$ cat src/rtl/maxpool_2x2_if.sv
// Streaming handshake bundle between the convolution engine, the 2x2 max-pool stage
// and the downstream ReLU stage.
interface maxpool_2x2_if #(
    parameter int unsigned DATA_W = 23
);
    logic signed [DATA_W-1:0] conv_out;
    logic                     valid_in;
    logic                     maxpool_ready;
    logic signed [DATA_W-1:0] maxpool_out;
    logic                     valid_out;
    logic                     relu_ready;

    // slave: the pooling stage itself; master: whoever drives it and consumes its output
    modport slave (
        input  conv_out,
        input  valid_in,
        input  relu_ready,
        output maxpool_ready,
        output maxpool_out,
        output valid_out
    );

    modport master (
        output conv_out,
        output valid_in,
        output relu_ready,
        input  maxpool_ready,
        input  maxpool_out,
        input  valid_out
    );
endinterface

$ cat src/rtl/maxpool_2x2.sv
// Streaming 2x2 stride-2 signed max-pool with a half-width line buffer of pair maxima.
// Optional MAXPOOL_FRAME_DONE_EN adds a frame_done pulse on the last window of a frame.
module maxpool_2x2 #(
    parameter int unsigned DATA_W = 23,
    parameter int unsigned IN_W   = 26,
    parameter int unsigned IN_H   = 26
) (
    input  logic          clk,
    input  logic          rst_n,
    maxpool_2x2_if.slave  bus
`ifdef MAXPOOL_FRAME_DONE_EN
    ,
    output logic          frame_done
`endif
);
    localparam int unsigned HalfW = IN_W / 2;
    localparam int unsigned ColW  = (IN_W > 2) ? $clog2(IN_W) : 1;
    localparam int unsigned RowW  = (IN_H > 2) ? $clog2(IN_H) : 1;
    localparam int unsigned LbW   = (HalfW > 1) ? $clog2(HalfW) : 1;

    localparam logic [0:0] StIdle = 1'b0;
    localparam logic [0:0] StRun  = 1'b1;

    logic [0:0]               state_q, state_d;
    logic [ColW-1:0]          col_q, col_d;
    logic [RowW-1:0]          row_q, row_d;
    logic signed [DATA_W-1:0] h_q, h_d;
    logic signed [DATA_W-1:0] out_q, out_d;
    logic                     vout_q, vout_d;
    logic signed [DATA_W-1:0] lbuf_q [HalfW];

    logic                     ready;
    logic                     accept;
    logic                     lbuf_we;
    logic [LbW-1:0]           lidx;
    logic signed [DATA_W-1:0] sample;
    logic signed [DATA_W-1:0] hmax;
    logic signed [DATA_W-1:0] lbuf_rd;
    logic signed [DATA_W-1:0] pooled;
    logic                     last_col;
    logic                     last_row;

`ifdef MAXPOOL_FRAME_DONE_EN
    logic fd_q, fd_d;
`endif

    always_comb begin
        ready    = (state_q == StRun) && bus.relu_ready;
        accept   = bus.valid_in && ready;
        sample   = bus.conv_out;
        lidx     = LbW'(col_q >> 1);
        last_col = (col_q == ColW'(IN_W - 1));
        last_row = (row_q == RowW'(IN_H - 1));
        hmax     = (sample > h_q) ? sample : h_q;
        lbuf_rd  = lbuf_q[lidx];
        pooled   = (lbuf_rd > hmax) ? lbuf_rd : hmax;

        state_d  = state_q;
        col_d    = col_q;
        row_d    = row_q;
        h_d      = h_q;
        out_d    = out_q;
        vout_d   = 1'b0;
        lbuf_we  = 1'b0;
`ifdef MAXPOOL_FRAME_DONE_EN
        fd_d     = 1'b0;
`endif

        if (state_q == StIdle && bus.relu_ready) begin
            state_d = StRun;
        end

        if (accept) begin
            if (!col_q[0]) begin
                h_d = sample;
            end else if (!row_q[0]) begin
                lbuf_we = 1'b1;
            end else begin
                out_d  = pooled;
                vout_d = 1'b1;
`ifdef MAXPOOL_FRAME_DONE_EN
                fd_d   = last_row && last_col;
`endif
            end

            // Raster walk; the frame wraps straight into the next one with no gap
            if (last_col) begin
                col_d = '0;
                row_d = last_row ? '0 : row_q + 1'b1;
            end else begin
                col_d = col_q + 1'b1;
            end
        end
    end

    always_ff @(posedge clk or negedge rst_n) begin
        if (!rst_n) begin
            state_q <= StIdle;
            col_q   <= '0;
            row_q   <= '0;
            h_q     <= '0;
            out_q   <= '0;
            vout_q  <= 1'b0;
`ifdef MAXPOOL_FRAME_DONE_EN
            fd_q    <= 1'b0;
`endif
        end else begin
            state_q <= state_d;
            col_q   <= col_d;
            row_q   <= row_d;
            h_q     <= h_d;
            out_q   <= out_d;
            vout_q  <= vout_d;
`ifdef MAXPOOL_FRAME_DONE_EN
            fd_q    <= fd_d;
`endif
        end
    end

    // Line buffer is always written on an even row before the odd row reads it
    always_ff @(posedge clk) begin
        if (lbuf_we) begin
            lbuf_q[lidx] <= hmax;
        end
    end

    assign bus.maxpool_ready = ready;
    assign bus.maxpool_out   = out_q;
    assign bus.valid_out     = vout_q;
`ifdef MAXPOOL_FRAME_DONE_EN
    assign frame_done        = fd_q;
`endif
endmodule
$ cat src/flat_wrapper.sv
// flat-port wrapper written by rule: the top's interface ports become plain ports
module maxpool_2x2_flat 
#(
    parameter int unsigned DATA_W = 23,
    parameter int unsigned IN_W   = 26,
    parameter int unsigned IN_H   = 26
)
  (clk, rst_n, bus_conv_out, bus_valid_in, bus_relu_ready, bus_maxpool_ready, bus_maxpool_out, bus_valid_out);
  maxpool_2x2_if #(.DATA_W(DATA_W)) bus_i ();
  input  logic clk;
  input  logic rst_n;
  input wire logic [$bits(bus_i.conv_out)-1:0] bus_conv_out;
  input wire logic [$bits(bus_i.valid_in)-1:0] bus_valid_in;
  input wire logic [$bits(bus_i.relu_ready)-1:0] bus_relu_ready;
  output wire logic [$bits(bus_i.maxpool_ready)-1:0] bus_maxpool_ready;
  output wire logic [$bits(bus_i.maxpool_out)-1:0] bus_maxpool_out;
  output wire logic [$bits(bus_i.valid_out)-1:0] bus_valid_out;
  assign bus_i.conv_out = bus_conv_out;
  assign bus_i.valid_in = bus_valid_in;
  assign bus_i.relu_ready = bus_relu_ready;
  assign bus_maxpool_ready = bus_i.maxpool_ready;
  assign bus_maxpool_out = bus_i.maxpool_out;
  assign bus_valid_out = bus_i.valid_out;
  maxpool_2x2 #(.DATA_W(DATA_W), .IN_W(IN_W), .IN_H(IN_H)) u_core (.clk(clk), .rst_n(rst_n), .bus(bus_i));
endmodule
$ cat config.mk
export PLATFORM = sky130hd
export DESIGN_NAME = maxpool_2x2_flat
export DESIGN_NICKNAME = d
export VERILOG_FILES = /design/src/rtl/maxpool_2x2_if.sv /design/src/rtl/maxpool_2x2.sv /design/src/flat_wrapper.sv
export SDC_FILE = /design/constraint.sdc
export NUM_CORES = 1
export LEC_CHECK = 0
export BUFFER_PORTS_ARGS = -buffer_cell sky130_fd_sc_hd__buf_2
export CORE_MARGIN = 3
export CORE_UTILIZATION = 50
export DETAILED_ROUTE_END_ITERATION = 16
export PLACE_DENSITY = 0.66
export SLEW_MARGIN = 20
export SYNTH_ARGS = -nofsm -noshare
export SYNTH_HDL_FRONTEND = slang
export SYNTH_SLANG_ARGS = --single-unit
$ cat constraint.sdc
create_clock -name clk -period 4.8 [get_ports clk]
set_clock_uncertainty 0.1 [all_clocks]
set_input_delay 0.48 -clock clk [delete_from_list [all_inputs] [get_ports clk]]
set_output_delay 0.48 -clock clk [all_outputs]
set_load 0.02 [all_outputs]
==> flow_summary.toml, run 1 <==
[pwr]
clockPowerShare = 0.285
totalPowerFinal_uw = 10640
power.switching_uw = 3282
p_comb_frac = 0.327
p_leak_uw = 0.006557
vdd_drop_max_mv = 0.3521
p_seq_frac = 0.387
p_int_uw = 7360
powerDensity_nw_per_um2 = 601.4
netSwitchingFraction = 0.3084

[yosys]
synthesis.area_um2 = 15250
syn_nets = 901
synthAdderAreaFrac = 0.04103
synth_top_family_by_area = "multiplexers"
synth_cell_type_count = 45
synth_seq_area_share = 0.6841
synthMuxAreaShare = 0.1759
yosys.area_share.simple = 0.03955
synth_xor_area_frac = 0
ys.warnings.count = 0
yosysTopAreaCell = "edfxtp_1"
synth_top_area_frac = 0.5889
synth_compound_area_frac = 0.03586
ys_ff_latch = 357
synth_area_per_cell_um2 = 18.50
synthTopCellsByArea = "edfxtp_1 (59%), mux4_2 (14%), dfrtp_1 (9.5%), ha_1 (4.1%), mux2_2 (1.9%)"
syn_inst = 824

[global_route]
grt_use_total = 0.2128
grt_pass1_vias = 8227
grt.overflow.total = 0
antenna_found_initial = 0
grt_pass1_wl_um = 52300
grt_max_degree = 46

[finish]
fin_cells = 1350
utilization = 0.5923
final_cell_mix = "edfxtp_1 (299), mux4_2 (92), dfrtp_1 (54)"
seq_area_um2 = 10440
drive_above_1_share = 0.3344
n_antenna_cell = 0
multi_input_area_um2 = 4519
layout.cells.most_common = "edfxtp_1"
n_fill_cell = 2163
nets = 1008
area_growth_pct = 16.05

[worst_setup_path]
cp.arrival_ns = 4.88
critPathKind = "register to register"
end_kind = "register"
cp_max_fo = 19
cp_cell_sequence = "inv_1, ha_1, a21oi_1, o21ai_1, a221o_1, o31a_1, o21ai_4, buf_12, mux2_4, inv_1, ha_1, a21oi_1, o21ai_0, a221oi_1, o211ai_1, mux2i_2, buf_4, and3_1, a221o_1"
cp_slowest_cell = "a221o_1"
crit_family = "compound AO/OA/AOI/OAI gates"
max_stage_delay_ns = 0.38
required_ns = 5.10
cp-start-kind = "register"
cp_num_buf_inv = 4

[floorplanning]
io_pins = 52
die_y_um = 180.6
initial_utilization = 0.5104
coreArea_um2 = 29870
die_x_um = 180.6
die-area_um2 = 32630
num_rows = 63

[sta]
setup_viol = 0
fmax_ghz = 0.2181
slew_headroom = 0.3899
min_period_ns = 4.585
drv_slew = 0
finalCritPeriodShare = 0.9553
totalNegativeSetupSlack_ns = 0
tightest_slew_ns = 0.9152
finalHoldViolCount = 0
timing.hold.ws_ns = 0.07487

[detailed_routing]
top_layer = "met4"
via_count = 8199
met1_length_um = 15320
wl_met2_um = 15820
wl_um = 34490
drtAntennaViolNets = 0
wl_per_cell_um = 25.55
drt-vias-per-instance = 6.073
first_pass_iters = 4
met3_length_um = 2577
drt_iter0_markers = 741
drc_errors = 0

[clock_network]
numCtsBuffers = 39
clk_pin_slew_ns = 0.06
clockBufferDepth = 3
htree_num_levels = 2
cts_tree = "yes"
cts-root-buf = "clkbuf_16"
clkLatencyLatePin_ns = 0.53
cts_sinks = 357

[hold_path]
hp-class = "input port to register"

[placement]
dpl.hpwl_um = 20720
gp_congestion = 0.7980
place_inst = 1277
io_buffers = 51

[status]
outcome = "complete, no violations"

[flow_run]
maxCapViolations = 0
-- cells by family after synthesis --
| kind of cell | after synthesis |
|---|---|
| adders and majority gates | 50 |
| AOI/OAI and AO/OA | 77 |
| muxes | 140 |
| DFF | 357 |
| buffers and inverters | 89 |
| and+or+nand+nor | 111 |
-- cell usage after synthesis, drive strengths merged --
| master | number |
|---|---|
| a21o | 1 |
| nand2 | 21 |
| nand4b | 1 |
| nand3 | 11 |
| o211ai | 2 |
| a21bo | 1 |
| a221o | 23 |
| o22ai | 1 |
| and4 | 5 |
| or3 | 3 |
| nand4 | 10 |
| and4b | 1 |
| and2 | 1 |
| edfxtp | 299 |
| nor2 | 18 |
| mux2i | 2 |
| o31a | 2 |
| clkbuf | 26 |
| a21oi | 21 |
| nand3b | 2 |
| a31oi | 4 |
| buf | 13 |
| ha | 50 |
| inv | 50 |
| nor3b | 1 |
| o21ai | 17 |
| nor4 | 2 |
| or2 | 2 |
| mux2 | 46 |
| and3 | 23 |
| nand2b | 3 |
| dfrtp | 58 |
| a211oi | 1 |
| a22o | 2 |
| nor3 | 7 |
| a221oi | 1 |
| a22oi | 1 |
| mux4 | 92 |
-- metrics by stage --
step,cell area (µm²),setup slack (ns)
CTS,17660,0.1970
global placement,16340,0.1612
finish,17690,0.2148
detailed placement,16340,0.01756
floorplan,15250,0.2946
global route,17690,-0.001566
-- final timing paths --
| kind | endpoint | slack (ns) | startpoint | cells past startpoint |
|---|---|---|---|---|
| worst max-delay path | u_core.bus.maxpool_out[7] | 0.21 | u_core.h_q[16] | 19 |
| worst min-delay path | u_core.state_q | 0.07 | bus_relu_ready | 2 |
| worst max register to register | u_core.bus.maxpool_out[7] | 0.21 | u_core.h_q[16] | 19 |
| worst min register to register | u_core.state_q | 0.38 | u_core.state_q | 1 |
| max in group asynchronous | u_core.h_q[21] | 3.19 | rst_n | 3 |
| min in group asynchronous | u_core.row_q[4] | 0.45 | rst_n | 2 |
-- registers in the layout, summed over array words and instances (netlist names) --
name and flops:
u_core.state_q 1, u_core.row_q 5, u_core.col_q 5, u_core.h_q 23, u_core.bus.maxpool_out 23, u_core.bus.valid_out 1
u_core.lbuf_q 299
-- repair_timing --
| action | in CTS | in global routing |
|---|---|---|
| setup buffers | 0 | 1 |
| gates resized for setup | 0 | 1 |
| endpoints found under the setup margin | 0 | 6 |
| hold buffers | 1 | 0 |
| endpoints found under the hold margin | 24 | 0 |
-- power groups by stage --
stage                     Clock, µW  Sequential (µW)  Combinational (µW)
after detailed placement          0             4190                3430
final                          3040             4120                3480
after floorplan                   0             4040                2390
after global routing           3220             4150                3800
after CTS                      3080             4130                3460
after global placement            0             4190                3390
-- metal layers --
| metal | up-vias | global-route usage |
|---|---|---|
| met5 | - | 0 |
| li1 | 3557 | - |
| met3 | 59 | 0.04824 |
| met4 | 0 | 0.05035 |
| met1 | 4268 | 0.3167 |
| met2 | 315 | 0.3256 |
-- final cells by class --
class / instances / share of cell area
timing repair buffer: 105 / 0.04271
multi-input combinational: 378 / 0.2554
clock buffer: 54 / 0.06131
sequential: 357 / 0.5900
tap: 390 / 0.02758
clock inverter: 16 / 0.01237
inverter: 50 / 0.01061
Power figures use the tool's default switching activity.
==> run 2: changes to the inputs <==
Settings changed: RECOVER_POWER set to 50.
==> run 2 against run 1 <==
Net effect: the run now ends with max-capacitance violations, max-slew violations left; cell count did not move; maximum frequency about the same; first-iteration DRC count down 1.2%; critical path depth is the same; clock power hardly changed; combinational power barely moved; die area unchanged; global-route usage unchanged; critical path type unchanged; critical endpoint unchanged; largest power group unchanged.
==> flow_summary.toml, run 2 (synthesis results as in run 1) <==
[status]
outcome = "finished with violations"
violations = "max-capacitance violations, max-slew violations"

[floorplanning]
die_y_um = 180.6
die-area_um2 = 32630
io_pins = 52
num_rows = 63
coreArea_um2 = 29870
initial_utilization = 0.5104
die_x_um = 180.6

[sta]
fmax_ghz = 0.2180
tightest_slew_ns = 2.167
finalHoldViolCount = 0
setup_ws_ns = 0.2130
slew_headroom = -0.4444
setup_viol = 0
finalCritPeriodShare = 0.9556
min_period_ns = 4.587
drv_slew = 254

[pwr]
p_leak_uw = 0.006363
vdd_drop_max_mv = 0.3526
netSwitchingFraction = 0.3088
clockPowerShare = 0.286
powerDensity_nw_per_um2 = 605.3
power.switching_uw = 3284
p_seq_frac = 0.387
p_comb_frac = 0.327
p_int_uw = 7352

[global_route]
grt_pass1_vias = 8227
grt.overflow.total = 0
grt_pass1_wl_um = 52300
grt_max_degree = 46
antenna_found_initial = 1
grt_use_total = 0.2128

[worst_setup_path]
max_stage_delay_ns = 0.38
r2r_start = "u_core.h_q[16]"
cp_slowest_cell = "a221o_1"
cp_cell_sequence = "inv_1, ha_1, a21oi_1, o21ai_1, a221o_1, o31a_1, o21ai_4, buf_12, mux2_4, inv_1, ha_1, a21oi_1, o21ai_0, a221oi_1, o211ai_1, mux2i_2, buf_4, and3_1, a221o_1"
r2r_slack_ns = 0.21
cp-start-kind = "register"
end_kind = "register"
required_ns = 5.10
ff2ff_path_depth = 19
cp_max_fo = 19
rr_endpoint = "u_core.bus.maxpool_out[7]"
cp.arrival_ns = 4.88
critPathKind = "register to register"

[clock_network]
clockBufferDepth = 3
cts_tree = "yes"
numCtsBuffers = 39
cts_sinks = 357
cts-root-buf = "clkbuf_16"
htree_num_levels = 2
clkLatencyLatePin_ns = 0.53
clk_pin_slew_ns = 0.06

[finish]
multi_input_area_um2 = 4494
nets = 1008
drive_above_1_share = 0.2833
largest_reg_flops = 299
layout.cells.most_common = "edfxtp_1"
fin_cells = 1350
final_cell_mix = "edfxtp_1 (299), mux4_2 (92), clkbuf_1 (55)"
regMostFlops = "u_core.lbuf_q"
n_fill_cell = 2208
n_antenna_cell = 0
area_growth_pct = 15.26
seq_area_um2 = 10440

[hold_path]
hold_depth = 2
hold_end = "u_core.state_q"
hp-class = "input port to register"
min_from = "bus_relu_ready"

[detailed_routing]
via_count = 8210
drtAntennaViolNets = 0
first_pass_iters = 5
drt_iter0_markers = 732
wl_per_cell_um = 25.59
wl_um = 34550
drc_errors = 0
drt-vias-per-instance = 6.081

[placement]
gp_congestion = 0.7980
dpl_worst_slack_ns = 0.01756
place_inst = 1277
dpl.hpwl_um = 20720
io_buffers = 51

[flow_run]
maxCapViolations = 10
run 2: changes by cell type in the layout (fill, tap and decap cells not counted), sizes merged:
| cell | previous run | this run |
|---|---|---|
| buf | 103 | 60 |
| clkbuf | 55 | 98 |
run 2: layer usage:
metal	part of all wire	up-vias	wire, µm	global-route usage
li1	-	3553	-	-
met1	0.45	4317	15430	0.3167
met2	0.46	283	15910	0.3256
met3	0.071	57	2442	0.04824
met4	0.022	0	769	0.05035
met5	0	-	0	0
run 2: layout make-up:
| class | instances | share of cell area |
|---|---|---|
| clock buffers | 54 | 0.06173 |
| clock inverters | 16 | 0.01246 |
| inverters | 50 | 0.01068 |
| multi-input cells | 378 | 0.2557 |
| flip-flops and latches | 357 | 0.5941 |
| well taps | 390 | 0.02777 |
| repair buffers | 105 | 0.03752 |
run 2: worst max path at each step:
stage,startpoint,end
CTS,u_core.h_q[16],u_core.bus.maxpool_out[7]
global placement,bus_conv_out[18],u_core.bus.maxpool_out[1]
finish,u_core.h_q[16],u_core.bus.maxpool_out[7]
floorplan,bus_conv_out[18],u_core.bus.maxpool_out[19]
global route,u_core.h_q[16],u_core.bus.maxpool_out[7]
detailed placement,bus_conv_out[22],u_core.bus.maxpool_out[18]
run 2: power groups by stage:
stage | logic [µW] | clock network (µW) | registers, µW
after floorplan | 2390 | 0 | 4040
after global placement | 3390 | 0 | 4190
after detailed placement | 3430 | 0 | 4190
after CTS | 3460 | 3080 | 4130
after global routing | 3780 | 3220 | 4150
final | 3480 | 3040 | 4120
run 2: timing repair:
item | 4_1_cts | 5_1_grt
endpoints found under the hold margin | 24 | 0
gates resized for setup | 0 | 1
endpoints found under the setup margin | 0 | 6
hold buffers | 1 | 0
buffers inserted | 0 | 1
run 2: worst max-delay path: cells and delay by family (launching register included):
kind                     cells  cell delay, ns
multiplexers                 2            0.54
buffers and inverters        4            0.53
AND/OR/NAND/NOR              1            0.21
adder cells (fa/ha/maj)      2            0.53
AO/OA/AOI/OAI               10            2.21
flip-flops                   1            0.36
run 2: stage by stage:
| step | util | setup TNS [ns] | total power, µW | area [µm²] | hold WS (ns) |
|---|---|---|---|---|---|
| after floorplan | - | 0 | 6427 | 15250 | 0.08441 |
| after global placement | 0.5470 | 0 | 7579 | 16340 | 0.3554 |
| after detailed placement | 0.5470 | 0 | 7624 | 16340 | 0.3628 |
| after CTS | 0.5910 | 0 | 10670 | 17660 | 0.06484 |
| after global routing | 0.5882 | -0.001566 | 11160 | 17570 | 0.06753 |
| final | 0.5882 | 0 | 10640 | 17570 | 0.07591 |
==> run 3: changes to the inputs <==
Settings changed: ABC_AREA set to 1.
==> run 3 against run 2 <==
Net effect: the run still ends with max-capacitance violations, max-slew violations left; sequential share of layout area down 1.0 points; critical endpoint is now u_core.bus.maxpool_out[15]; sequential power rose by 2%; total power rose by 13%; highest routed layer unchanged; largest cell class unchanged.
==> flow_summary.toml, run 3 <==
[detailed_routing]
wl_per_cell_um = 19.52
drt_iter0_markers = 890
drt-vias-per-instance = 5.553
first_pass_iters = 5
wl_um = 38350
via_count = 10910
drc_errors = 0
drtAntennaViolNets = 0

[worst_setup_path]
crit_start = "u_core.h_q[22]"
cp.arrival_ns = 4.47
max_stage_delay_ns = 0.40
end_kind = "register"
required_ns = 5.10
cp-start-kind = "register"
critPathKind = "register to register"
cp_slowest_cell = "nand3_2"
r2r_start = "u_core.h_q[22]"
cpMostUsedCell = "nand2_1"
cp_max_fo = 23

[finish]
largest_reg_flops = 299
drive_above_1_share = 0.09943
area_growth_pct = 12.66
nets = 1620
n_antenna_cell = 0
regMostFlops = "u_core.lbuf_q"
final_cell_mix = "nand2_1 (505), edfxtp_1 (299), inv_1 (136)"
layout.cells.most_common = "nand2_1"

[floorplanning]
num_rows = 64
die-area_um2 = 33890
die_y_um = 184.1
initial_utilization = 0.5131
die_x_um = 184.1
io_pins = 52
coreArea_um2 = 30910

[yosys]
synth_ff_type = "edfxtp_1"
synth.most_common_cell = "nand2_1"
synth_common_cells = "nand2_1 (505), edfxtp_1 (299), inv_1 (133), a22oi_1 (92), nor2_1 (80)"
ys_ff_latch = 357
syn_inst = 1458
synth_top_area_frac = 0.5661
synthMuxAreaShare = 0
ys.warnings.count = 0
synth_area_per_cell_um2 = 10.88
synthAdderAreaFrac = 0.03944
synth-async-reset-ratio = 0.1625
synth_compound_area_frac = 0.05980
yosys.area_share.simple = 0.1914
synth_top_family_by_area = "simple AND/OR/NAND/NOR gates"
synth_seq_area_share = 0.6576
yosysTopAreaCell = "edfxtp_1"
synthTopCellsByArea = "edfxtp_1 (57%), nand2_1 (12%), dfrtp_1 (9.2%), a22oi_1 (4.4%), ha_1 (3.9%)"
syn_nets = 1535
synth_edf_count = 299
synth_cell_type_count = 31
synth_xor_area_frac = 0
synthesis.area_um2 = 15860

[global_route]
grt_max_degree = 71
grt_pass1_wl_um = 59580
grt.overflow.total = 0
grt_pass1_vias = 10410
antenna_found_initial = 0
grt_use_total = 0.2271

[clock_network]
clk_pin_slew_ns = 0.06
cts-root-buf = "clkbuf_16"
cts_tree = "yes"
cts_setup_buffers = 0
hold_buffers = 0
htree_num_levels = 2
numCtsBuffers = 36
cts_repair_resize_count = 0
clockBufferDepth = 3
cts_sinks = 357
clkLatencyLatePin_ns = 0.52

[sta]
rsz0062_at_grt = "false"
fmax_ghz = 0.2395
finalCritPeriodShare = 0.8697
finalHoldViolCount = 0
totalNegativeSetupSlack_ns = 0
slew_headroom = -1.166
min_period_ns = 4.175
setup_viol = 0
drv_slew = 311
tightest_slew_ns = 3.249

[status]
violations = "max-capacitance violations, max-slew violations"
outcome = "finished with violations"

[flow_run]
maxCapViolations = 12

[placement]
gp_congestion = 0.8426
io_buffers = 51
dpl.hpwl_um = 24070

[pwr]
powerDensity_nw_per_um2 = 674.6
vdd_drop_max_mv = 0.5966
totalPowerFinal_uw = 12050
p_leak_uw = 0.007577

[hold_path]
hp-class = "input port to register"
min_from = "bus_relu_ready"
==> run 3: final timing paths <==
kind	end	depth (start not counted)	slack (ns)
setup / recovery	u_core.bus.maxpool_out[15]	27	0.63
hold / removal	u_core.state_q	2	0.08
setup reg to reg	u_core.bus.maxpool_out[15]	27	0.63
hold reg to reg	u_core.state_q	1	0.36
max in group asynchronous	u_core.h_q[3]	2	1.73
min in group asynchronous	u_core.row_q[3]	2	1.05
==> run 3: layout make-up <==
| cell class | count | area (µm²) |
|---|---|---|
| tap | 396 | 495.5 |
| clock inverter | 20 | 202.7 |
| timing repair buffer | 104 | 619.3 |
| fill | 2575 | 13040 |
| inverter | 137 | 514.2 |
| clock buffer | 44 | 972.2 |
| multi-input combinational | 907 | 4634 |
| sequential | 357 | 10430 |
==> run 3: layer usage <==
layer | share of wire | global-route usage
met5 | 0 | 0
met4 | 0.025 | 0.06532
met3 | 0.067 | 0.03533
met2 | 0.46 | 0.3574
met1 | 0.45 | 0.3323
==> run 3: per-stage QoR <==
| stage | setup WS [ns] | cells | hold slack, ns | cell area [µm²] | util |
|---|---|---|---|---|---|
| finish | 0.6255 | 1965 | 0.07590 | 17870 | 0.5781 |
| global route | 0.1947 | 1965 | 0.07080 | 17870 | 0.5781 |
| global placement | 0.4730 | 1901 | 0.3475 | 16820 | 0.5442 |
| CTS | 0.6692 | 1965 | 0.04394 | 18000 | 0.5823 |
| floorplan | 1.122 | 1458 | 0.08441 | 15860 | - |
| detailed placement | 0.4552 | 1901 | 0.3503 | 16820 | 0.5442 |
==> run 3: logic make-up (layout without fill, tap and decap cells) <==
family | after synthesis | in the layout
simple gates | 715 | 715
buf+inv | 194 | 305
compound gates | 142 | 142
fa+ha+maj | 50 | 50
flops | 357 | 357
==> run 3: power by group <==
| part | total, µW | internal [µW] | switching, µW |
|---|---|---|---|
| logic | 5050 | 1570 | 3470 |
| clock network | 2800 | 1660 | 1140 |
| registers | 4210 | 4060 | 153 |
==> run 3: worst max-delay path: cells and delay by family, from the launching register on <==
kind | cells | cell delay (ns)
and+or+nand+nor | 17 | 1.99
adders and majority gates | 2 | 0.60
buffers and inverters | 6 | 0.56
AOI/OAI and AO/OA | 2 | 0.45
DFF | 1 | 0.34
